===== src/rtl/ysyx_25030081_wbu.sv =====
// ---------------------------------------------------------------------------
// ysyx_25030081_wbu -- writeback unit in front of the integer register file.
//
// Accepts completed instructions from execute over a valid/ready handshake.
// Non-loads are written one cycle after acceptance. Loads park in WAIT_MEM
// until the memory response pulse, then the selected byte/halfword/word is
// sign- or zero-extended and written. The register-file port
// (rf_wen/rf_waddr/rf_wdata) is driven straight from flops. commit pulses
// once per retired instruction, including writes to x0 or with rd_wen=0.
//
// Optional feature (macro WBU_LOAD_TIMEOUT_EN): a WAIT_MEM watchdog. After
// TIMEOUT_CYCLES cycles with no mem_rvalid the load retires without a write
// and load_timeout pulses. Without the macro, load_timeout is tied to 0.
//
// Ports:
//   clk, rst_n           clock, asynchronous active-low reset
//   in_valid / in_ready  execute -> WBU handshake
//   in_rd, in_rd_wen     destination register and its write enable
//   in_is_load           result comes from mem_rdata
//   in_load_fmt          load funct3 (lb/lh/lw/lbu/lhu)
//   in_addr_lo           low two bits of the load effective address
//   in_result            result for non-loads
//   mem_rvalid/mem_rdata one-cycle load response, aligned 32-bit word
//   rf_wen/waddr/wdata   register file write port (registered)
//   commit               one-cycle retire pulse
//   load_timeout         one-cycle watchdog pulse
// ---------------------------------------------------------------------------
module ysyx_25030081_wbu #(
  parameter int RF_ADDR_WIDTH  = 5,
  parameter int DATA_WIDTH     = 32,
  parameter int TIMEOUT_CYCLES = 255
) (
  input  logic                     clk,
  input  logic                     rst_n,
  input  logic                     in_valid,
  output logic                     in_ready,
  input  logic [RF_ADDR_WIDTH-1:0] in_rd,
  input  logic                     in_rd_wen,
  input  logic                     in_is_load,
  input  logic [2:0]               in_load_fmt,
  input  logic [1:0]               in_addr_lo,
  input  logic [DATA_WIDTH-1:0]    in_result,
  input  logic                     mem_rvalid,
  input  logic [DATA_WIDTH-1:0]    mem_rdata,
  output logic                     rf_wen,
  output logic [RF_ADDR_WIDTH-1:0] rf_waddr,
  output logic [DATA_WIDTH-1:0]    rf_wdata,
  output logic                     commit,
  output logic                     load_timeout
);

  typedef enum logic [1:0] {
    S_IDLE     = 2'd0,
    S_WAIT_MEM = 2'd1,
    S_WRITE    = 2'd2
  } state_e;

  localparam logic [2:0] FMT_LB  = 3'b000;
  localparam logic [2:0] FMT_LH  = 3'b001;
  localparam logic [2:0] FMT_LBU = 3'b100;
  localparam logic [2:0] FMT_LHU = 3'b101;

  state_e                     state_q, state_d;
  logic [RF_ADDR_WIDTH-1:0]   rd_q, rd_d;
  logic                       rd_wen_q, rd_wen_d;
  logic [2:0]                 fmt_q, fmt_d;
  logic [1:0]                 addr_lo_q, addr_lo_d;
  logic                       rf_wen_q, rf_wen_d;
  logic [RF_ADDR_WIDTH-1:0]   rf_waddr_q, rf_waddr_d;
  logic [DATA_WIDTH-1:0]      rf_wdata_q, rf_wdata_d;
  logic                       load_timeout_q, load_timeout_d;
  logic                       transfer;
  logic                       timeout_hit;

  // Select and extend the load data from the aligned response word.
  // Halfword selection uses only addr_lo[1]; misaligned halves are not split.
  function automatic logic [DATA_WIDTH-1:0] load_extend(
    input logic [2:0]            fmt,
    input logic [1:0]            addr_lo,
    input logic [DATA_WIDTH-1:0] rdata
  );
    logic [7:0]  byte_sel;
    logic [15:0] half_sel;
    byte_sel = rdata[{addr_lo, 3'b000} +: 8];
    half_sel = rdata[{addr_lo[1], 4'b0000} +: 16];
    case (fmt)
      FMT_LB:  load_extend = {{(DATA_WIDTH-8){byte_sel[7]}}, byte_sel};
      FMT_LH:  load_extend = {{(DATA_WIDTH-16){half_sel[15]}}, half_sel};
      FMT_LBU: load_extend = {{(DATA_WIDTH-8){1'b0}}, byte_sel};
      FMT_LHU: load_extend = {{(DATA_WIDTH-16){1'b0}}, half_sel};
      default: load_extend = rdata;  // lw and undefined codes: whole word
    endcase
  endfunction

  assign in_ready = (state_q != S_WAIT_MEM);
  assign transfer = in_valid && in_ready;

`ifdef WBU_LOAD_TIMEOUT_EN
  localparam int CNT_W = $clog2(TIMEOUT_CYCLES + 1);
  localparam logic [CNT_W-1:0] CNT_LIMIT = CNT_W'(TIMEOUT_CYCLES);

  logic [CNT_W-1:0] wait_cnt_q, wait_cnt_d;

  assign timeout_hit = (state_q == S_WAIT_MEM) && (wait_cnt_q == CNT_LIMIT);

  // Held at zero outside WAIT_MEM, so every entry starts from zero.
  always_comb begin
    wait_cnt_d = wait_cnt_q;
    if (state_q != S_WAIT_MEM) begin
      wait_cnt_d = '0;
    end else if (wait_cnt_q != CNT_LIMIT) begin
      wait_cnt_d = wait_cnt_q + 1'b1;
    end
  end

  always_ff @(posedge clk or negedge rst_n) begin
    if (!rst_n) begin
      wait_cnt_q <= '0;
    end else begin
      wait_cnt_q <= wait_cnt_d;
    end
  end
`else
  assign timeout_hit = 1'b0;
`endif

  always_comb begin
    // NOTE: every signal driven here gets a default first so no path
    // through the case statement can leave it unassigned and infer a latch.
    state_d        = state_q;
    rd_d           = rd_q;
    rd_wen_d       = rd_wen_q;
    fmt_d          = fmt_q;
    addr_lo_d      = addr_lo_q;
    rf_wen_d       = 1'b0;
    rf_waddr_d     = rf_waddr_q;
    rf_wdata_d     = rf_wdata_q;
    load_timeout_d = 1'b0;

    case (state_q)
      S_IDLE, S_WRITE: begin
        if (transfer) begin
          if (in_is_load) begin
            // Any mem_rvalid seen this cycle is stale; the response for this
            // load is only accepted from the next cycle on.
            state_d   = S_WAIT_MEM;
            rd_d      = in_rd;
            rd_wen_d  = in_rd_wen;
            fmt_d     = in_load_fmt;
            addr_lo_d = in_addr_lo;
          end else begin
            state_d    = S_WRITE;
            rf_waddr_d = in_rd;
            rf_wdata_d = in_result;
            rf_wen_d   = in_rd_wen && (in_rd != '0);
          end
        end else begin
          state_d = S_IDLE;
        end
      end

      S_WAIT_MEM: begin
        // A response coinciding with the timeout limit still completes.
        if (mem_rvalid) begin
          state_d    = S_WRITE;
          rf_waddr_d = rd_q;
          rf_wdata_d = load_extend(fmt_q, addr_lo_q, mem_rdata);
          rf_wen_d   = rd_wen_q && (rd_q != '0);
        end else if (timeout_hit) begin
          state_d        = S_WRITE;
          load_timeout_d = 1'b1;
        end
      end

      default: state_d = S_IDLE;
    endcase
  end

  // NOTE: sequential state uses non-blocking assignments so every flop
  // samples its _d value from before the edge, independent of block order.
  // The latched load fields are reset as well, so a reset taken in WAIT_MEM
  // leaves nothing of the discarded load behind.
  always_ff @(posedge clk or negedge rst_n) begin
    if (!rst_n) begin
      state_q        <= S_IDLE;
      rd_q           <= '0;
      rd_wen_q       <= 1'b0;
      fmt_q          <= '0;
      addr_lo_q      <= '0;
      rf_wen_q       <= 1'b0;
      rf_waddr_q     <= '0;
      rf_wdata_q     <= '0;
      load_timeout_q <= 1'b0;
    end else begin
      state_q        <= state_d;
      rd_q           <= rd_d;
      rd_wen_q       <= rd_wen_d;
      fmt_q          <= fmt_d;
      addr_lo_q      <= addr_lo_d;
      rf_wen_q       <= rf_wen_d;
      rf_waddr_q     <= rf_waddr_d;
      rf_wdata_q     <= rf_wdata_d;
      load_timeout_q <= load_timeout_d;
    end
  end

  assign rf_wen       = rf_wen_q;
  assign rf_waddr     = rf_waddr_q;
  assign rf_wdata     = rf_wdata_q;
  assign load_timeout = load_timeout_q;
  // Every WRITE cycle retires exactly one instruction.
  assign commit       = (state_q == S_WRITE);

endmodule


===== config.mk =====
export PLATFORM = sky130hd
export DESIGN_NAME = ysyx_25030081_wbu
export DESIGN_NICKNAME = d
export VERILOG_FILES = /design/src/rtl/ysyx_25030081_wbu.sv
export SDC_FILE = /design/constraint.sdc
export NUM_CORES = 1
export LEC_CHECK = 0
export BUFFER_PORTS_ARGS = -buffer_cell sky130_fd_sc_hd__buf_2
export CAP_MARGIN = 10
export CORE_MARGIN = 2
export CORE_UTILIZATION = 45
export DETAILED_ROUTE_END_ITERATION = 8
export PLACE_DENSITY = 0.75
export SLEW_MARGIN = 20
export SYNTH_ARGS = -nofsm -noshare
export SYNTH_HDL_FRONTEND = slang
export SYNTH_SLANG_ARGS = --single-unit

===== constraint.sdc =====
create_clock -name clk -period 1.97 [get_ports clk]
set_clock_uncertainty 0.1 [all_clocks]
set_input_delay 0.0985 -clock clk [delete_from_list [all_inputs] [get_ports clk]]
set_output_delay 0.0985 -clock clk [all_outputs]
set_load 0.02 [all_outputs]

==> impl_metrics.yaml, run 1 <==
die:
  start_util_pct: 46.9
  dieArea_sq_um: 7370
  rows: 29
  core_area_sq_um: 6420
  fp.dieH_um: 85.8
  die_x_um: 85.8
  num_io_pins: 121
critical_path:
  max_stage_delay_ns: 0.52
  cp-end-kind: "flip-flop"
  critical_path_buf_inv_count: 1
  arrival_ns: 1.94
  worstSetupPathType: "reg2reg"
  required_ns: 2.05
  cpMaxStageDelayCell: "dfrtp_1"
  critPathLaunchType: "flip-flop"
  crit_path_max_fanout: 10
  crit_family: "flip-flops"
  cp_cell_sequence: "nor2b_4, buf_12, mux2_2, o211ai_1, o22ai_1"
finish:
  antenna_cells: 0
  layout-drive-gt1-share_pct: 36.8
  fin_area_sq_um: 4040
  syn_to_final_growth_pct: 34.2
  fill_cells: 540
  multi_input_area_sq_um: 1560
  finalNetCount: 544
  ff_latch_area_sq_um: 1280
  final_util_pct: 63.0
synthesis:
  synth-simple-area-share_pct: 20.1
  synthTopCellsByArea: "dfrtp_1 (42%), a211oi_1 (5.7%), mux2_2 (4.9%), nor3_1 (4.8%), a21oi_1 (4.7%)"
  synth.distinct_cells: 50
  yosys_register_bits: 51
  synth_area_per_cell_sq_um: 9.24
  synth.cell_area_sq_um: 3010
  yosys.area.top_type: "dfrtp_1"
  syn_inst: 326
  synth_top_flop_cell: "dfrtp_1"
  synth_xor_area_share_pct: 0
  yosysSeqAreaShare_pct: 42.4
  synth_fp_nets: 406
  synthAdderAreaFrac_pct: 0
  synth_compound_area_share_pct: 23.9
  muxShareOfSynthArea_pct: 7.64
  synth_edf_count: 0
  yosysTopAreaCellShare_pct: 42.4
  ys_async_sr_fraction_pct: 100
  yosysWarnings: 0
  synth_top_family_by_area: "compound AO/OA/AOI/OAI gates"
sta:
  clock.fmax_ghz: 0.538
  fin_crit_ns: 1.86
  fin_crit_sh_pct: 94.4
  tightest_slew_ns: 0.662
  setup_ws_ns: 0.110
  setup_viol: 0
  relSlewSlack_pct: 55.9
  slew_violations: 0
  finalHoldViolCount: 0
detailed_routing:
  via_count: 3160
  drtPass1Iterations: 9
  ant_nets: 0
  wl_per_cell_um: 17.7
  drt_wl_total_um: 9590
  viasPerCell: 5.83
  drc: 7
  drtIter0Drc: 333
clock_network:
  clkTransAtPathRegs_ns: 0.09
  ctsLongestPathBuffers: 2
  clk_latency_ns: 0.30
  h-tree-depth: 2
  root_buffer: "clkbuf_8"
  cts.sinks: 51
  cts_tree: "built"
  cts_buffers: 5
pwr:
  p_per_area_nw_per_um2: 989
  power_uw: 4000
  ir_drop_mv: 0.471
  p_leak_uw: 0.00182
placement:
  numPortBuffers: 119
  gp_congestion: 0.968
  placed_cell_area_sq_um: 3680
  post-dp-hpwl_um: 7060
  pre_cts_ws_ns: 0.0677
outcome:
  status: "finished, violations left"
  violations: "design-rule violations"
grt:
  grt.total_usage_pct: 25.9
  first_global_vias: 3016
  antenna_found_initial: 0
  grt_pass1_wl_um: 15000
  grt_max_degree: 52
  grt_overflow: 0
flow_run:
  max_cap_viol_count: 0
worst_hold_path:
  hold_path_class: "in2reg"
-- state kept, by name (all words and copies together), names as in the netlist --
register and cells:
state_q 2, rd_q 5, rf_wdata 32, rd_wen_q 1
rf_wen 1, fmt_q 3, rf_waddr 5, addr_lo_q 2
-- worst reg2reg max path, cell delays in order (launching register included) --
cell and delay [ns]:
dfrtp_1 0.52, nor2b_4 0.34, buf_12 0.15, mux2_2 0.32, o211ai_1 0.22, o22ai_1 0.11
-- final cells by class --
cell class                 count  share of cell area [%]
sequential                    51                    31.6
inverter                       4                   0.371
timing repair buffer         160                    24.6
tap                           77                    2.38
clock buffer                   8                    2.48
multi-input combinational    242                    38.6
-- repair_timing --
action                                  in CTS  in global routing
hold endpoints to repair                    77                  0
gates resized for setup                      0                  0
setup buffers                                0                  4
endpoints found under the setup margin       0                  4
hold buffers                                22                  0
-- final timing paths --
kind | start | end | slack [ns] | cells after the start
max | addr_lo_q[0] | rf_wdata[1] | 0.11 | 5
min | in_result[13] | rf_wdata[13] | 0.01 | 3
min reg2reg | rf_wdata[15] | rf_wdata[15] | 0.39 | 2
min in group asynchronous | rst_n | rf_wdata[14] | 0.34 | 3
max reg2reg | addr_lo_q[0] | rf_wdata[1] | 0.11 | 5
max in group asynchronous | rst_n | rf_wdata[24] | 0.98 | 3
-- metrics by stage --
step | hold slack, ns | instances | TNS [ns]
after floorplan | -0.297 | 326 | 0
after global placement | 0.158 | 508 | 0
after global routing | 0.0256 | 542 | -0.0288
final | 0.0140 | 542 | 0
after CTS | 0.00466 | 538 | 0
after detailed placement | 0.164 | 508 | 0
-- per-layer routing --
layer | up-vias | track usage [%] | wire length [um]
met4 | 0 | 7.79 | 208
met1 | 1501 | 36.4 | 4190
met2 | 166 | 40.5 | 4380
met5 | - | 0 | 0
li1 | 1474 | - | -
met3 | 19 | 5.29 | 813
-- cell usage after synthesis, types with 2 or more instances --
master,instances
nor3_1,29
buf_6,3
a211oi_2,4
mux2_2,13
mux2i_1,5
nand3b_1,2
buf_1,3
or3_1,3
inv_2,3
a311oi_1,5
o211ai_1,5
nor2b_1,7
or4_1,5
mux2_1,3
a31oi_1,5
a211oi_1,23
a21oi_1,28
o22ai_1,3
buf_4,5
a32oi_1,2
nand2b_1,9
a21o_1,4
clkbuf_1,9
dfrtp_1,51
nor2_1,35
buf_2,9
nand3_1,3
and2_1,2
nand2_1,17
a211o_1,2
a22oi_1,6
a22o_1,2
o21ai_0,4
-- power by group --
part / leakage, uW / switching (uW) / internal [uW] / total [uW]
logic: 0.00118 / 1050 / 739 / 1790
clock network: 0.0000515 / 339 / 321 / 661
registers: 0.000587 / 212 / 1340 / 1550
total: 0.00182 / 1600 / 2400 / 4000
-- cell families after synthesis --
logic type | Yosys count
flip-flops | 51
AO/OA/AOI/OAI | 100
buffers and inverters | 33
other | 1
AND/OR/NAND/NOR | 120
multiplexers | 21
-- placed cells by master (no fill, tap or decap), types with 2 or more instances in the layout --
master	count
a32oi_1	2
o21ai_0	4
a31oi_1	5
dfrtp_1	51
nand2_1	17
a311oi_1	5
mux2i_1	5
dlygate4sd3_1	22
nand3b_1	2
nor2_1	35
o22ai_1	3
or4_1	5
mux2_2	13
nor2b_1	7
a211oi_2	4
buf_12	3
nor3_1	29
nand3_1	3
mux2_1	3
and2_1	2
a21o_1	4
buf_2	119
nand2b_1	9
o211ai_1	5
a22oi_1	6
a211o_1	2
a22o_1	2
buf_4	16
a21oi_1	28
inv_2	3
a211oi_1	23
or3_1	3
clkbuf_8	7
Power figures use the tool's default switching activity.
==> run 2, diff against run 1 <==
Settings changed: HOLD_SLACK_MARGIN from default to 0.02, REMOVE_ABC_BUFFERS from default to 1.
==> run 2 against run 1 <==
  * The flow still finishes with violations (design-rule violations)
  * Non-clock buffer count is 20 higher
  * Critical path depth unchanged
  * Global-route usage rose by 0.24 points
  * Sequential share of layout area is 1.5 points lower
  * Sequential power is essentially flat
  * Power grew 0.75%
  * Utilization grew 3.2 points
  * Sequential cell count stayed put
  * Hold slack is essentially flat
  * First-iteration DRC count is 44% lower
  * Wire length shrank 0.24%
  * Fmax fell by 0.48%
  * Critical endpoint unchanged
  * Largest cell class unchanged
==> impl_metrics.yaml, run 2 (synthesis results as in run 1) <==
critical_path:
  crit_family: "flip-flops"
  crit_path_max_fanout: 11
  worstSetupPathType: "reg2reg"
  arrival_ns: 1.97
  max_stage_delay_ns: 0.53
  critical_path_buf_inv_count: 1
  required_ns: 2.07
  critPathLaunchType: "flip-flop"
  cpMaxStageDelayCell: "dfrtp_1"
  cp_cell_sequence: "nor2b_4, buf_4, mux2_2, o211ai_1, o22ai_1"
  cp-end-kind: "flip-flop"
sta:
  fin_crit_sh_pct: 94.9
  tns_ns: 0
  finalHoldViolCount: 0
  slew_violations: 0
  rsz0062_at_grt: "no"
  relSlewSlack_pct: 57.5
  fin_crit_ns: 1.87
  tightest_slew_ns: 0.638
  setup_viol: 0
  setup_ws_ns: 0.101
  clock.fmax_ghz: 0.535
placement:
  gp_congestion: 0.856
  pre_cts_ws_ns: 0.0262
  dpl.cell_count: 510
  post-dp-hpwl_um: 6570
  numPortBuffers: 119
pwr:
  p_per_area_nw_per_um2: 948
  ir_drop_mv: 0.526
  p_leak_uw: 0.00190
grt:
  grt_max_degree: 35
  grt_overflow: 0
  grt_pass1_wl_um: 15200
  first_global_vias: 3159
  antenna_found_initial: 1
  grt.total_usage_pct: 26.1
clock_network:
  cts_tree: "built"
  clk_latency_ns: 0.32
  h-tree-depth: 2
  ctsLongestPathBuffers: 2
  clkTransAtPathRegs_ns: 0.11
  root_buffer: "clkbuf_8"
  cts.sinks: 51
  cts_buffers: 5
detailed_routing:
  drt_wl_total_um: 9570
  drtPass1Iterations: 7
  viasPerCell: 5.60
  via_count: 3151
  ant_nets: 0
  drc: 10
  wl_per_cell_um: 17.0
  drtIter0Drc: 187
worst_hold_path:
  hold_path_class: "in2reg"
finish:
  fin_cells: 563
  mostFrequentLayoutCell: "buf_2"
  syn_to_final_growth_pct: 41.0
  layout-drive-gt1-share_pct: 36.1
  most-common-layout-cells: "buf_2 (119), dfrtp_1 (51), dlygate4sd3_1 (40)"
  finalNetCount: 564
  largest_reg_flops: 32
die:
  start_util_pct: 46.9
  die_x_um: 85.8
  fp.dieH_um: 85.8
  dieArea_sq_um: 7370
  core_area_sq_um: 6420
  rows: 29
  num_io_pins: 121
outcome:
  violations: "design-rule violations"
  status: "finished, violations left"
flow_run:
  max_cap_viol_count: 0
run 2: worst min-delay path: stages:
cell	delay [ns]
buf_2	0.08
nor3_1	0.04
a211oi_1	0.17
run 2: power by group:
group          leakage (uW)  switching, uW  total [uW]  internal (uW)
combinational       0.00127           1060        1830            766
clock             0.0000491            398         660            262
sequential         0.000587            203        1540           1340
run 2: what timing repair did:
action / CTS / global route
resized for setup: 1 / 1
setup endpoints to repair: 1 / 6
hold buffers: 40 / 0
hold endpoints to repair: 68 / 0
gates cloned: 0 / 0
buffers inserted: 0 / 4
run 2: worst paths after layout:
kind | from | to | slack (ns) | cells after the start
min reg2reg | rf_wdata[10] | rf_wdata[10] | 0.39 | 2
max reg2reg | addr_lo_q[0] | rf_wdata[1] | 0.10 | 5
max | addr_lo_q[0] | rf_wdata[1] | 0.10 | 5
min | in_result[30] | rf_wdata[30] | 0.01 | 3
max in group asynchronous | rst_n | addr_lo_q[1] | 0.97 | 3
min in group asynchronous | rst_n | rf_wdata[24] | 0.23 | 2
run 2: per-stage QoR:
step           hold slack (ns)  utilization (%)  total power [uW]  instance area, sq um
2_1_floorplan           -0.297                -              2580                  2850
3_3_place_gp            0.0343             57.7              3230                  3710
3_5_place_dp            0.0470             57.7              3280                  3710
4_1_cts                 0.0241             65.6              4010                  4210
5_1_grt                 0.0382             66.2              4280                  4250
6_report                0.0141             66.2              4030                  4250
run 2: area by class of cell:
| class | count | area [sq um] |
|---|---|---|
| Antenna cell | 1 | 2.50 |
| Clock buffer | 5 | 68.8 |
| Clock inverter | 3 | 26.3 |
| Fill cell | 540 | 2170 |
| Inverter | 4 | 15.0 |
| Multi-Input combinational cell | 242 | 1570 |
| Sequential cell | 51 | 1280 |
| Tap cell | 77 | 96.3 |
| Timing Repair Buffer | 180 | 1190 |
run 2: per-layer routing:
metal | GRT usage (%) | vias up | wire length, um
met2 | 43.8 | 127 | 4690
met5 | 0 | - | 0
met1 | 34.2 | 1494 | 4040
li1 | - | 1515 | -
met4 | 8.80 | 0 | 184
met3 | 4.72 | 15 | 647
